--- config.mk ---
export PLATFORM = sky130hd
export DESIGN_NAME = dmem_arbiter
export DESIGN_NICKNAME = d
export VERILOG_FILES = /design/src/rtl/dmem_arbiter.sv
export SDC_FILE = /design/constraint.sdc
export NUM_CORES = 1
export LEC_CHECK = 0
export CORE_MARGIN = 3
export CORE_UTILIZATION = 29
export CTS_CLUSTER_DIAMETER = 30
export DETAILED_ROUTE_END_ITERATION = 16
export GPL_TIMING_DRIVEN = 0
export HOLD_SLACK_MARGIN = 0.12
export PLACE_DENSITY = 0.81
export SKIP_CTS_REPAIR_TIMING = 1
export SLEW_MARGIN = 5
export SYNTH_ARGS = -nofsm -noshare
export SYNTH_HDL_FRONTEND = slang
export SYNTH_SLANG_ARGS = --single-unit
--- constraint.sdc ---
create_clock -name clk -period 2 [get_ports clk]
set_input_delay 0.2 -clock clk [delete_from_list [all_inputs] [get_ports clk]]
set_output_delay 0.2 -clock clk [all_outputs]
set_load 0.005 [all_outputs]
--- src/rtl/dmem_arbiter.sv ---
// Arbiter for the shared 8-bit data memory port. The CPU load/store path and
// the DMA/IO engine take turns round-robin. A requester can hold the port for
// a locked burst of up to MAX_BURST beats before it must hand the port over.
module dmem_arbiter #(
  parameter int AW        = 8,
  parameter int DW        = 8,
  parameter int MAX_BURST = 4
) (
  input  logic          clk,
  input  logic          rst,
  input  logic          cpu_req,
  input  logic          cpu_we,
  input  logic [AW-1:0] cpu_addr,
  input  logic [DW-1:0] cpu_wdata,
  input  logic          cpu_lock,
  output logic          cpu_ack,
  output logic [DW-1:0] cpu_rdata,
  input  logic          dma_req,
  input  logic          dma_we,
  input  logic [AW-1:0] dma_addr,
  input  logic [DW-1:0] dma_wdata,
  input  logic          dma_lock,
  output logic          dma_ack,
  output logic [DW-1:0] dma_rdata,
  output logic [AW-1:0] mem_raddr,
  output logic [AW-1:0] mem_waddr,
  output logic          mem_we,
  output logic [DW-1:0] mem_din,
  input  logic [DW-1:0] mem_dout,
  output logic [1:0]    owner
);

  localparam int CW = $clog2(MAX_BURST + 1);
  // cnt+1 < MAX_BURST is the same as cnt < MAX_BURST-1; this form cannot overflow
  localparam logic [CW-1:0] BURST_LAST = CW'(MAX_BURST - 1);

  typedef enum logic [1:0] {
    IDLE    = 2'b00,
    OWN_CPU = 2'b01,
    OWN_DMA = 2'b10
  } state_t;

  state_t        state, state_n;
  logic [CW-1:0] cnt, cnt_n;
  logic          last_dma, last_dma_n;  // 1 = DMA was the last owner

  // Control registers: ownership state, burst beat counter, round-robin history
  always_ff @(posedge clk) begin
    if (rst) begin
      state    <= IDLE;
      cnt      <= '0;
      last_dma <= 1'b1;
    end else begin
      state    <= state_n;
      cnt      <= cnt_n;
      last_dma <= last_dma_n;
    end
  end

  // Next-state arbitration and memory-port steering for the current owner
  always_comb begin
    state_n    = state;
    cnt_n      = cnt;
    last_dma_n = last_dma;
    cpu_ack    = 1'b0;
    dma_ack    = 1'b0;
    cpu_rdata  = '0;
    dma_rdata  = '0;
    mem_raddr  = '0;
    mem_waddr  = '0;
    mem_we     = 1'b0;
    mem_din    = '0;
    owner      = 2'b00;

    case (state)
      IDLE: begin
        if (cpu_req && dma_req) state_n = last_dma ? OWN_CPU : OWN_DMA;
        else if (cpu_req)       state_n = OWN_CPU;
        else if (dma_req)       state_n = OWN_DMA;
      end
      OWN_CPU: begin
        owner     = 2'b01;
        mem_raddr = cpu_addr;
        mem_waddr = cpu_addr;
        mem_din   = cpu_wdata;
        mem_we    = cpu_req & cpu_we;
        cpu_ack   = cpu_req;
        cpu_rdata = mem_dout;
        // Keep the port while locked, unless this beat uses up the burst budget
        if (cpu_lock && (!cpu_req || (cnt < BURST_LAST))) begin
          if (cpu_req) cnt_n = cnt + CW'(1);
        end else begin
          cnt_n      = '0;
          last_dma_n = 1'b0;
          state_n    = dma_req ? OWN_DMA : IDLE;
        end
      end
      OWN_DMA: begin
        owner     = 2'b10;
        mem_raddr = dma_addr;
        mem_waddr = dma_addr;
        mem_din   = dma_wdata;
        mem_we    = dma_req & dma_we;
        dma_ack   = dma_req;
        dma_rdata = mem_dout;
        if (dma_lock && (!dma_req || (cnt < BURST_LAST))) begin
          if (dma_req) cnt_n = cnt + CW'(1);
        end else begin
          cnt_n      = '0;
          last_dma_n = 1'b1;
          state_n    = cpu_req ? OWN_CPU : IDLE;
        end
      end
      default: state_n = IDLE;
    endcase

    // A reset cycle must never complete a beat or trigger the negedge write
    if (rst) begin
      mem_we  = 1'b0;
      cpu_ack = 1'b0;
      dma_ack = 1'b0;
    end
  end

endmodule

==> results of run 1 <==
[per-stage QoR]
stage	area, sq um	setup TNS (ps)
2_1_floorplan	893	0
3_3_place_gp	1850	-2470
3_5_place_dp	1850	-4450
4_1_cts	1880	-14740
5_1_grt	2190	-13.0
6_report	2190	0
[sequential cells by signal, indices dropped and copies added (netlist names)]
signal,flops
last_dma,1
cnt,3
state,2
[worst paths after layout]
check,slack (ps),to,startpoint,cells past startpoint
worst min-delay path,530,state[1],state[1],2
worst max-delay path,60,mem_waddr[1],state[1],8
worst max register to register,160,cnt[0],state[1],8
worst min register to register,530,state[1],state[1],2
[placed cells by master, fill, tap and decap left out, drive strengths merged]
master,netlist,layout
clkdlybuf4s50,0,57
dlymetal6s2s,0,33
buf,13,28
nor2b,18,18
a22oi,17,17
and2,16,16
dfxtp,6,6
ha,6,6
nand2,5,5
nand2b,5,5
a21oi,5,5
nor2,4,4
nand3b,4,4
inv,4,4
o21ai,3,3
clkbuf,3,3
o31ai,2,2
nor3b,1,1
a21o,1,1
a211oi,1,1
or4,1,1
o221ai,1,1
o21bai,1,1
mux2i,1,1
o31a,1,1
a211o,1,1
[worst min-delay path, cell delays in order (launching register included)]
cell      delay [ps]
dfxtp_4          350
nand2b_1          70
mux2i_1           60
[cell type report]
cell class	instances	share of cell area, %
timing repair buffer	103	50.7
multi-input combinational	94	33.2
buffer	15	6.52
sequential	6	5.83
tap	31	1.77
clock buffer	3	1.03
inverter	4	0.915
[layer usage]
metal / up-vias / share of wire [%] / track usage [%]
met3: 6 / 10 / 6.29
met1: 570 / 35 / 19.1
li1: 624 / - / -
met5: - / 0 / 0
met4: 0 / 1.4 / 6.36
met2: 68 / 53 / 31.8
[kinds of logic (layout without fill, tap and decap cells)]
group | Yosys count | count (layout)
AO/OA/AOI/OAI | 33 | 33
adder cells (fa/ha/maj) | 6 | 6
buffers and inverters | 20 | 125
flip-flops | 6 | 6
multiplexers | 1 | 1
AND/OR/NAND/NOR | 54 | 54
[power by group through the flow]
stage	Sequential (mW)	Combinational, mW	Clock (mW)
finish	0.177	1.17	0.109
global placement	0.164	0.876	0
detailed placement	0.168	0.899	0
floorplan	0.161	0.453	0
CTS	0.165	0.904	0.114
global route	0.179	1.26	0.128
==> flow_summary.json, run 1 <==
{
  "status": "completed",
  "cts_tree": "done",
  "worst_slack_ps": 62.4,
  "wl_um": 3950,
  "async_reset_ff_share_pct": 0,
  "pwr-share-clk_pct": 7.5,
  "drc": 0,
  "synth-xor-area-share_pct": 0,
  "grt-ovfl-total": 0,
  "required_ps": 1800,
  "dieArea_sq_mm": 0.00378,
  "crit_path_start_kind": "flip-flop",
  "place.gp.congestion": 0.916,
  "syn_nets": 174,
  "end_kind": "output pin",
  "ys_ff_latch": 6,
  "ys_seq_area_share_pct": 13.4,
  "stdcell_count": 256,
  "ctsHtreeMaxLevel": 1,
  "critPathBufInv": 5,
  "pwr-share-comb_pct": 80.4,
  "netlist_instances": 120,
  "multi_input_area_sq_um": 727,
  "hold_viol": 0,
  "p_total_mw": 1.46,
  "synth_edf_count": 0,
  "fin_skew_ps": 2.43,
  "crit_fanout": 10,
  "fin_crit_sh_pct": 96.9,
  "yosysWarnings": 0,
  "synth_top_area_share_pct": 14.3,
  "vias": 1268,
  "grt_usage_pct": 17.8,
  "synthFlopType": "dfxtp_1",
  "dp_cells": 243,
  "internal-power_mw": 0.943,
  "switchingPower_mw": 0.513,
  "final_util_pct": 76.7,
  "io_buffers": 92,
  "hpwl_um": 2830,
  "syn_area_sq_um": 893,
  "power_density_mw_per_mm2": 666,
  "drive_gt1_share_pct": 20.9,
  "yosysUniqueCellTypes": 28,
  "fmax_mhz": 516,
  "critPathArrivalTime_ps": 1740,
  "cts.sinks": 6,
  "synth-compound-area-share_pct": 27.6,
  "slew_violations": 0,
  "pre_cts_slack_ps": -334,
  "first_pass_iters": 4,
  "post-synth-top-count-cell": "nor2b_1",
  "grt_pass1_wl_um": 5090,
  "grt_pass1_vias": 1174,
  "finalSetupViolations": 0,
  "cp_top_family": "buffers and inverters",
  "ant_nets": 0,
  "syn_avg_cell_area_sq_um": 7.44,
  "fillers": 195,
  "core_sq_mm": 0.00285,
  "synth_mux_area_share_pct": 1.12,
  "synth_area_leaders": "a22oi_1, dfxtp_1, nor2b_1, and2_1, ha_1",
  "io_pins": 93,
  "antenna-diode-count": 0,
  "die_w_um": 61.5,
  "hold_ws_ps": 526,
  "grt_max_degree": 11,
  "cp_slowest_cell": "dfxtp_4",
  "tightest_slew_ps": 434,
  "nNetsFinal": 281,
  "cts_buffers": 3,
  "p_seq_share_pct": 12.1,
  "maxCapViolCount": 0,
  "antenna_found_initial": 0,
  "viasPerCell": 4.95,
  "ir_drop_uv": 401,
  "ff_latch_area_sq_um": 128,
  "synth_adder_area_share_pct": 8.40,
  "yosys.area.top_type": "a22oi_1",
  "wl_per_cell_um": 15.4,
  "syn2layout_area_growth_pct": 145,
  "clk_latency_ps": 250,
  "drt-initial-drc-count": 55,
  "synth_common_cells": "nor2b_1, a22oi_1, and2_1",
  "synth_top_family_by_area": "simple AND/OR/NAND/NOR gates",
  "p_leak_nw": 1.38,
  "hp-class": "flip-flop to flip-flop",
  "cp_cell_sequence": "buf_4, ha_4, buf_6, buf_6, a22oi_2, nor2b_4, buf_4, dlymetal6s2s_1",
  "core.rowCount": 19,
  "cts_max_path_buffers": 2,
  "synthSimpleGateAreaFrac_pct": 36.1,
  "power.share.switching_pct": 35.2,
  "root_buffer": "clkbuf_4",
  "slowest_delay_ps": 350,
  "clkTransAtPathRegs_ps": 40,
  "die_y_um": 61.5,
  "period_needed_ps": 1940,
  "path_class": "flip-flop to output pin",
  "timing.slew.headroom_pct": 70.9,
  "initial_core_util_pct": 31.3
}
Note: power is estimated with default switching activity, not from simulation.
==> run 2: changes to the inputs <==
CTS_CLUSTER_SIZE = 8   (was default)
==> results of run 2 <==
Final layout, timing and power as in run 1 (identical DEF).
